<file path="config.mk">
export PLATFORM = sky130hd
export DESIGN_NAME = awgn_noise_injector
export DESIGN_NICKNAME = d
export VERILOG_FILES = /design/src/rtl/awgn_noise_injector.sv
export SDC_FILE = /design/constraint.sdc
export NUM_CORES = 1
export LEC_CHECK = 0
export CELL_PAD_IN_SITES_DETAIL_PLACEMENT = 1
export CELL_PAD_IN_SITES_GLOBAL_PLACEMENT = 2
export CORE_MARGIN = 4
export CORE_UTILIZATION = 40
export CTS_CLUSTER_DIAMETER = 100
export DETAILED_ROUTE_END_ITERATION = 8
export MAX_ROUTING_LAYER = met4
export PLACE_DENSITY = 0.8
export SETUP_SLACK_MARGIN = 0.1
export SLEW_MARGIN = 0
export SYNTH_ARGS = -nofsm -noshare
export SYNTH_HDL_FRONTEND = slang
export SYNTH_SLANG_ARGS = --single-unit
export TNS_END_PERCENT = 100
</file>
<file path="constraint.sdc">
create_clock -name clk -period 4.7 [get_ports clk]
set_input_delay 0.94 -clock clk [delete_from_list [all_inputs] [get_ports clk]]
set_output_delay 0.94 -clock clk [all_outputs]
set_load 0.005 [all_outputs]
</file>
<file path="src/rtl/awgn_noise_injector.sv">
// AWGN channel model: scales Gaussian noise by a Q4.12 gain and adds it to a Q1.15 valid/ready
// stream with saturation. Optional macro AWGN_SAT_CNT_EN adds the sat_clr/sat_count counter.
module awgn_noise_injector #(
  parameter int DW        = 16,
  parameter int GW        = 16,
  parameter int SAT_CNT_W = 16
) (
  input  logic                 clk,
  input  logic                 rst,
  input  logic [DW-1:0]        noise_in,
  input  logic [GW-1:0]        noise_gain,
  input  logic                 noise_en,
  input  logic [DW-1:0]        in_data,
  input  logic                 in_valid,
  output logic                 in_ready,
  output logic [DW-1:0]        out_data,
  output logic                 out_sat,
  input  logic                 out_ready,
`ifdef AWGN_SAT_CNT_EN
  input  logic                 sat_clr,
  output logic [SAT_CNT_W-1:0] sat_count,
`endif
  output logic                 out_valid
);

  localparam int PW   = DW + GW + 1;  // exact signed product width
  localparam int FRAC = 12;           // Q4.12 gain fraction bits

  localparam logic signed [PW:0] HALF  = (PW+1)'(1) <<< (FRAC - 1);
  localparam logic signed [PW:0] MAX_W = (PW+1)'((64'd1 << (DW - 1)) - 64'd1);
  localparam logic signed [PW:0] MIN_W = ~MAX_W;
  localparam logic [DW-1:0]      MAX_D = {1'b0, {(DW-1){1'b1}}};
  localparam logic [DW-1:0]      MIN_D = {1'b1, {(DW-1){1'b0}}};

  logic                 advance;
  logic                 accept;
  logic                 s1_valid;
  logic [DW-1:0]        s1_sig;
  logic signed [PW-1:0] s1_prod;
  logic                 s1_en;

  logic signed [PW:0]   rounded;
  logic signed [PW:0]   shifted;
  logic                 sat_a;
  logic [DW-1:0]        scaled;
  logic [DW:0]          sum;
  logic                 sat_b;
  logic [DW-1:0]        sum_c;

  // Both stages move together; the whole pipe freezes only when the output is held.
  assign advance  = !out_valid || out_ready;
  assign in_ready = advance;
  assign accept   = in_valid && in_ready;

  // NOTE: every variable written here gets a value on every path, so no latch is inferred.
  always_comb begin
    rounded = $signed({s1_prod[PW-1], s1_prod}) + HALF;
    shifted = rounded >>> FRAC;
    sat_a   = (shifted > MAX_W) || (shifted < MIN_W);
    scaled  = shifted[DW-1:0];
    if (sat_a) scaled = shifted[PW] ? MIN_D : MAX_D;

    sum   = {s1_sig[DW-1], s1_sig} + {scaled[DW-1], scaled};
    sat_b = sum[DW] != sum[DW-1];
    sum_c = sum[DW-1:0];
    if (sat_b) sum_c = sum[DW] ? MIN_D : MAX_D;
  end

  // NOTE: stage-1 datapath registers carry no reset; s1_valid alone qualifies them.
  always_ff @(posedge clk) begin
    if (advance) begin
      s1_sig  <= in_data;
      s1_prod <= $signed(noise_in) * $signed({1'b0, noise_gain});
      s1_en   <= noise_en;
    end
  end

  // NOTE: sequential state uses non-blocking assignments so both stages update from pre-edge values.
  always_ff @(posedge clk or posedge rst) begin
    if (rst) begin
      s1_valid  <= 1'b0;
      out_valid <= 1'b0;
      out_data  <= '0;
      out_sat   <= 1'b0;
    end else if (advance) begin
      s1_valid  <= accept;
      out_valid <= s1_valid;
      if (s1_valid) begin
        out_data <= s1_en ? sum_c : s1_sig;
        out_sat  <= s1_en & (sat_a | sat_b);
      end
    end
  end

`ifdef AWGN_SAT_CNT_EN
  // Counts delivered saturated samples; clear wins over a same-cycle increment.
  always_ff @(posedge clk or posedge rst) begin
    if (rst) begin
      sat_count <= '0;
    end else if (sat_clr) begin
      sat_count <= '0;
    end else if (out_valid && out_ready && out_sat && (sat_count != '1)) begin
      sat_count <= sat_count + 1'b1;
    end
  end
`endif

endmodule

</file>
==> results of run 1 <==
## critical path, delay by kind of cell
| family | cells | cell delay, ns |
|---|---|---|
| simple gates | 4 | 0.58 |
| buf+inv | 9 | 1.05 |
| compound gates | 5 | 0.88 |
| fa+ha+maj | 7 | 3.16 |
## sequential cells by signal, indices dropped and copies added (netlist names)
signal and count:
s1_prod 22, out_sat 1, s1_sig 16, s1_valid 1
out_data 16, out_valid 1, s1_en 1
## timing repair
item,in CTS,in global routing
buffers inserted,42,28
gates cloned,4,1
setup endpoints to repair,38,39
pin swaps,81,89
resized for setup,183,132
## layout make-up
class | instances | area, um2 | area share [%]
inverters | 251 | 945 | 5.78
well taps | 384 | 480 | 2.94
repair buffers | 322 | 3020 | 18.5
clock buffers | 14 | 274 | 1.68
clock inverters | 2 | 35.0 | 0.215
flip-flops and latches | 58 | 1650 | 10.1
multi-input cells | 939 | 9930 | 60.8
## power breakdown
group	internal, mW	switching, mW	total (mW)	leakage (nW)
registers	1.10	0.154	1.26	0.610
clock network	0.453	0.233	0.686	0.153
logic	6.32	5.89	12.2	7.10
total	7.88	6.28	14.2	7.86
## through the flow
stage          hold WS [ns]  worst slack, ns  instance area [um2]
4_1_cts               0.496            -1.71                15700
3_5_place_dp          0.483            -2.41                14600
2_1_floorplan         0.467            -1.31                12400
5_1_grt               0.532            -2.03                16300
6_report              0.497            -1.86                16300
3_3_place_gp          0.470            -2.28                14600
## Yosys cell counts, drive strengths merged (3+ instances only)
cell	count
inv	251
fa	194
nand2	162
ha	136
and2	120
nor2	53
a21oi	42
edfxtp	39
clkbuf	36
o21ai	36
xnor2	28
dfrtp	19
nand3	15
xor2	15
nand2b	13
a21o	12
nor3	12
o211ai	12
a31oi	11
nand4	8
a211oi	7
and3	6
o21a	6
or2	6
buf	4
or3	4
nor2b	3
nor4	3
o21bai	3
o221ai	3
o31a	3
## worst paths after layout
| kind | start | end |
|---|---|---|
| min in group asynchronous | rst | out_data[4] |
| hold reg to reg | out_data[15] | out_data[15] |
| hold / removal | out_data[15] | out_data[15] |
| setup / recovery | noise_gain[2] | s1_prod[32] |
| max in group asynchronous | rst | out_data[10] |
| setup reg to reg | s1_prod[26] | out_data[2] |
## routing by layer
layer  share of wire (%)  routed length [um]
met1                  42               16000
met2                  53               20500
met3                 2.4                 918
met4                 3.1                1180
met5                   0                   0
## cells by family after synthesis
family	share of synthesized area, %
adders and majority gates	47.1
AOI/OAI and AO/OA	8.90
buffers and inverters	9.33
and+or+nand+nor	17.5
DFF	13.9
muxes	0.0950
xor gates and xnor gates	3.18
==> qor.csv, run 1 <==
metric,value,unit
outcome,finished with violations,
failing checks,setup timing,
grt met3 use,2.75,%
met1 usage,29.1,%
Synth warnings,0,
Worst-Skew Late Latency,0.33,ns
Max-Cap Viols,0,
# DRC,0,
Worst path slowest cell,fa_1,
filler cell count,3278,
Critical Path End Type,register,
fmax,153,MHz
Hold Path Stages,2,
WP data required,4.77,ns
Slew @ Worst Pin,0.787,ns
DR pass1 iterations,4,
worst hold path type,register to register,
max-slew violation count,0,
Layout Cells excl Fill,1970,
crit-path max cell delay,0.60,ns
Routability Congestion,0.843,
Starting Density,41.0,%
GRT Max-Usage Layer,met2,
vias per cell,5.16,
initial antenna violation count,1,
post-route setup TNS,-32.66,ns
Routed WL,38600,um
register area share after synthesis,13.9,%
H-tree levels,3,
hpwl dp,28900,um
CTS tree,done,
Final WS setup,-1.86,ns
r2r setup slk,0.22,ns
number of buffers created by CTS,9,
"commonest non-fill, non-tap cells in the layout","inv_1, buf_4, fa_1",
Final period util,139,%
Die H,180,um
Slew HR,47.5,%
share of layout cells above drive strength 1,32.2,%
synthesized instance count,1288,
mean area per synthesized cell,9.20,um2
core box area,28900,um2
Synth area leaders,"fa_1, ha_1, edfxtp_1",
Pleak,7.86,nW
Synth Register Bits,58,
first-pass GRT wire length,60300,um
RSZ-0062 raised after global routing,yes,
Antenna Nets Post-Route,0,
async set or reset register ratio after synthesis,32.8,%
PwrDens,867,nW/um2
Die X,180,um
placed cell count,1880,
Final setup viols,22,
Most Frequent Cell on Critical Path,fa_1,
Die Footprint,32400,um2
Startpoint Class,primary input,
"commonest non-fill, non-tap cell in the layout",inv_1,
CP arrival,6.62,ns
IO Count,72,
worst vdd ir,1090,uV
Post-Syn Area,11900,um2
clock transition at the registers of the reported paths,0.05,ns
GRT Util Overall,23.9,%
Wirelength per Cell,19.6,um
"Hold Vio Cnt, Final",0,
"area leader, netlist",fa_1,
crit-path max FO,4,
vias in the first global route,11500,
clk_skew,0.00586,ns
largest net degree at the start of global routing,26,
area grow syn2layout,37.8,%
Finished Core Util,56.4,%
num rows,62,
R2R depth,21,
count of buffers from port buffering,71,
Diodes inserted,0,
DR vias,10200,
Post-synth EDFFs,39,
hold buffer count at CTS,0,
Synth cell types,67,
clk root buf,clkbuf_16,
drt initial violations,398,
met2 Use GR,42.3,%
top cell type's share of synthesized area,32.8,%
number of clock sinks,58,
gr ovfl total,0,
"Top FF cell, synth",edfxtp_1,
Syn Nets,1671,
CP Class,primary input to register,
CTS max path bufs,2,
minimum clock period,6.56,ns
final total power,14.2,mW
final net count,1964,
Power figures use the tool's default switching activity.
==> run 2: changes to the inputs <==
- CTS_CLUSTER_SIZE: unset -> 16
- clock period: 4.7 -> 7.46 ns (I/O delays scaled with it)
==> run 2 against run 1 <==
Net effect:
- the run now ends clean
- critical path depth fell by 2
- combinational power decreased by 51%
- sequential share of layout area rose by 1.4 points
- highest routed layer unchanged
==> qor.csv, run 2 (synthesis results as in run 1) <==
metric,value,unit
outcome,finished clean,
clock share of power,5.1,%
initial antenna violation count,0,
DR pass1 iterations,4,
final design area excluding fillers,14300,um2
CTS max path bufs,2,
"commonest non-fill, non-tap cell in the layout",inv_1,
clk_skew,0.00956,ns
Worst-Skew Late Latency,0.34,ns
GRT Util Overall,20.2,%
Startpoint Class,primary input,
Starting Density,41.0,%
gr ovfl total,0,
IO Count,72,
hold buffer count at CTS,0,
critical path capture point,s1_prod[29],
RSZ-0062 raised after global routing,no,
PwrDens,498,nW/um2
area grow syn2layout,21.1,%
number of clock sinks,58,
clock transition at the registers of the reported paths,0.06,ns
CP arrival,7.29,ns
Die H,180,um
num rows,62,
net switching power,3.27,mW
Max-Cap Viols,0,
largest register by flop count,s1_prod,
Die X,180,um
Finished Core Util,49.6,%
RR Startpoint,s1_prod[18],
final net count,1823,
crit-path max FO,8,
number of buffers created by CTS,9,
biggest regs,"s1_prod (22), out_data (16), s1_sig (16)",
vias per cell,5.12,
critical path startpoint,noise_in[5],
share of layout cells above drive strength 1,13.6,%
Final setup viols,0,
final total power,7.15,mW
CP Class,primary input to register,
fmax,139,MHz
Slew @ Worst Pin,0.751,ns
count of buffers from port buffering,71,
hpwl dp,26700,um
max-slew violation count,0,
# DRC,0,
Sequential Area,1650,um2
Pleak,7.02,nW
core box area,28900,um2
max reg flops,22,
WP data required,7.54,ns
r2r setup slk,2.09,ns
area after detailed placement,13800,um2
Critical Path End Type,register,
Slew HR,49.3,%
worst vdd ir,473,uV
footprint of the multi-input gates,9300,um2
Flop pwr share,11.2,%
Final WS setup,0.245,ns
Die Footprint,32400,um2
minimum clock period,7.22,ns
Sw Ratio,45.7,%
first-pass GRT wire length,52100,um
drt initial violations,361,
largest net degree at the start of global routing,45,
"commonest non-fill, non-tap cells in the layout","inv_1, fa_1, nand2_1",
H-tree levels,3,
Routability Congestion,0.863,
combinational share of power,83.7,%
worst hold path type,register to register,
Routed WL,31900,um
RR Endpoint,out_data[8],
filler cell count,3329,
P_int,3.88,mW
clk root buf,clkbuf_16,
"Hold Vio Cnt, Final",0,
CTS tree,done,
vias in the first global route,10200,
R2R depth,18,
pre-CTS WS,-0.550,ns
DR vias,9357,
Antenna Nets Post-Route,0,
Diodes inserted,0,
Final period util,96.7,%
Wirelength per Cell,17.5,um
## run 2: per-layer routing
metal / routed length (um) / vias to the layer above / global-route usage [%]
li1: - / 4379 / -
met1: 14000 / 4827 / 26.1
met2: 16700 / 106 / 34.4
met3: 602 / 45 / 2.38
met4: 607 / 0 / 4.72
met5: 0 / - / -
## run 2: worst max-delay path, stage by stage
cell and delay (ns):
clkdlybuf4s50_1 0.41, buf_6 0.15, buf_4 0.14, and2_1 0.16
fa_1 0.50, inv_1 0.05, fa_1 0.53, inv_1 0.05
fa_1 0.52, fa_1 0.44, fa_1 0.54, inv_1 0.05
fa_1 0.52, inv_1 0.04, ha_1 0.22, a21oi_2 0.17
o21ai_2 0.09, a21o_1 0.19, a21o_1 0.21, nor4b_4 0.40
nor3_2 0.10, o211ai_1 0.19, o211ai_1 0.11
## run 2: metrics by stage
step           hold WS, ns  cells  setup TNS [ns]
2_1_floorplan        0.467   1288               0
3_5_place_dp         0.473   1808           -5.02
5_1_grt              0.536   1829               0
3_3_place_gp         0.464   1808           -3.50
6_report             0.504   1829               0
4_1_cts              0.498   1824               0
## run 2: what timing repair did
| action | 4_1_cts | 5_1_grt |
|---|---|---|
| setup endpoints to repair | 10 | 12 |
| gates cloned | 0 | 1 |
| setup buffers | 0 | 4 |
| gates resized for setup | 12 | 52 |
| pin swaps | 2 | 38 |
## run 2: cell type report
cell class	count	area share, %
sequential	58	11.5
inverter	251	6.57
tap	384	3.35
clock inverter	6	0.235
timing repair buffer	181	11.9
multi-input combinational	939	64.8
clock buffer	10	1.60
## run 2: power groups by stage
stage	registers [mW]	clock network [mW]	logic [mW]
2_1_floorplan	0.776	0	3.64
3_3_place_gp	0.803	0	5.35
3_5_place_dp	0.804	0	5.50
4_1_cts	0.799	0.376	5.59
5_1_grt	0.816	0.390	6.83
6_report	0.798	0.367	5.99
## run 2: how the worst min path moves through the flow
stage / depth (start not counted) / end / from / slack (ns)
after floorplan: 1 / out_valid / s1_valid / 0.47
after global placement: 2 / out_data[15] / out_data[15] / 0.46
after detailed placement: 2 / out_data[15] / out_data[15] / 0.47
after CTS: 2 / out_data[12] / out_data[12] / 0.50
after global routing: 2 / out_data[2] / out_data[2] / 0.54
final: 1 / out_valid / s1_valid / 0.50
==> run 3: changes to the inputs <==
- SKIP_CTS_REPAIR_TIMING: unset -> 1
- TNS_END_PERCENT: 100 -> unset
==> run 3 against run 2 <==
Net effect:
- clock power is essentially flat
- maximum frequency grew 0.51%
- final area grew 0.31%
- clock skew is essentially flat
- wire length is essentially flat
- die area is the same
- worst setup slack gained 0.037 ns
- via count shrank 0.25%
- critical path depth is the same
- hold slack gained 0.00066 ns
- critical endpoint unchanged
- largest power group unchanged
==> qor.csv, run 3 (synthesis results as in run 1) <==
metric,value,unit
clock transition at the registers of the reported paths,0.06,ns
Wirelength per Cell,17.4,um
Slew HR,49.3,%
"Hold Vio Cnt, Final",0,
post-route setup TNS,0,ns
Slew @ Worst Pin,0.752,ns
Final period util,96.2,%
Final WS setup,0.282,ns
Die H,180,um
Max-Cap Viols,0,
CTS tree,done,
max-slew violation count,0,
share of layout cells above drive strength 1,13.6,%
minimum clock period,7.18,ns
Pleak,7.10,nW
RSZ-0062 raised after global routing,no,
PwrDens,497,nW/um2
clk_skew,0.00927,ns
Startpoint Class,primary input,
Routability Congestion,0.863,
GRT Util Overall,20.2,%
IO Count,72,
footprint of the multi-input gates,9310,um2
count of buffers from port buffering,71,
first-pass GRT wire length,52000,um
CP Class,primary input to register,
crit-path max cell delay,0.54,ns
gr ovfl total,0,
H-tree levels,3,
Routed WL,31900,um
CP Buf/Inv Count,7,
DR pass1 iterations,4,
Die Footprint,32400,um2
crit-path max FO,8,
number of buffers created by CTS,9,
"commonest non-fill, non-tap cells in the layout","inv_1, fa_1, nand2_1",
WP data required,7.64,ns
Critical Path End Type,register,
core box area,28900,um2
filler cell count,3330,
CP Cell Sequence,clkdlybuf4s50_1 -> buf_6 -> buf_4 -> and2_1 -> fa_1 -> inv_1 -> fa_1 -> inv_1 -> fa_1 -> fa_1 -> fa_1 -> inv_1 -> fa_1 -> inv_1 -> ha_1 -> a21oi_2 -> o21ai_2 -> a21o_1 -> a21o_1 -> nor4b_4 -> nor3_2 -> or2_1 -> o211ai_1,
drt initial violations,359,
r2r setup slk,2.12,ns
pre-CTS WS,-0.550,ns
area grow syn2layout,21.4,%
Min Hold Slack,0.505,ns
max reg flops,22,
DR vias,9334,
largest net degree at the start of global routing,45,
Finished Core Util,49.7,%
largest register by flop count,s1_prod,
initial antenna violation count,0,
worst vdd ir,474,uV
Starting Density,41.0,%
Die X,180,um
Antenna Nets Post-Route,0,
vias in the first global route,10200,
Diodes inserted,0,
Final setup viols,0,
number of clock sinks,58,
Sequential Area,1650,um2
final net count,1825,
worst hold path type,register to register,
num rows,62,
Most Frequent Cell on Critical Path,fa_1,
area after detailed placement,13800,um2
fmax,139,MHz
clk root buf,clkbuf_16,
# DRC,0,
CTS max path bufs,2,
"CP delay by family, top",adder cells,
hpwl dp,26700,um
biggest regs,"s1_prod (22), out_data (16), s1_sig (16)",
Worst path slowest cell,fa_1,
CP arrival,7.36,ns
outcome,finished clean,
Worst-Skew Late Latency,0.34,ns
"commonest non-fill, non-tap cell in the layout",inv_1,
vias per cell,5.10,
final design area excluding fillers,14400,um2
run 3: path summary, 6_finish.rpt:
path | from | endpoint | cells past startpoint
worst max-delay path | noise_in[5] | s1_prod[29] | 23
worst min-delay path | s1_valid | out_valid | 1
worst max register to register | s1_prod[18] | out_sat | 18
worst min register to register | s1_valid | out_valid | 1
max in group asynchronous | rst | out_data[12] | 2
min in group asynchronous | rst | s1_valid | 2
run 3: where the power goes:
part	internal, mW	switching, mW	total, mW
registers	0.696	0.101	0.797
clock network	0.222	0.146	0.368
logic	2.98	3.01	5.99
run 3: layer usage:
metal	routed length, um	share of wire (%)	vias up	GRT usage (%)
met5	0	0	-	-
met4	520	1.6	0	4.72
met3	724	2.3	38	2.38
met2	16700	52	104	34.4
met1	14000	44	4809	26.1
li1	-	-	4383	-
run 3: layout make-up:
type,instances,area share [%]
Tap cell,384,3.34
Sequential cell,58,11.4
Multi-Input combinational cell,939,64.7
Inverter,251,6.55
Timing Repair Buffer,183,12.2
Clock inverter,6,0.235
Clock buffer,10,1.59
run 3: through the flow:
step | power (mW) | instances
after global routing | 8.03 | 1831
after floorplan | 4.42 | 1288
after detailed placement | 6.30 | 1808
final | 7.16 | 1831
after CTS | 6.72 | 1824
after global placement | 6.16 | 1808
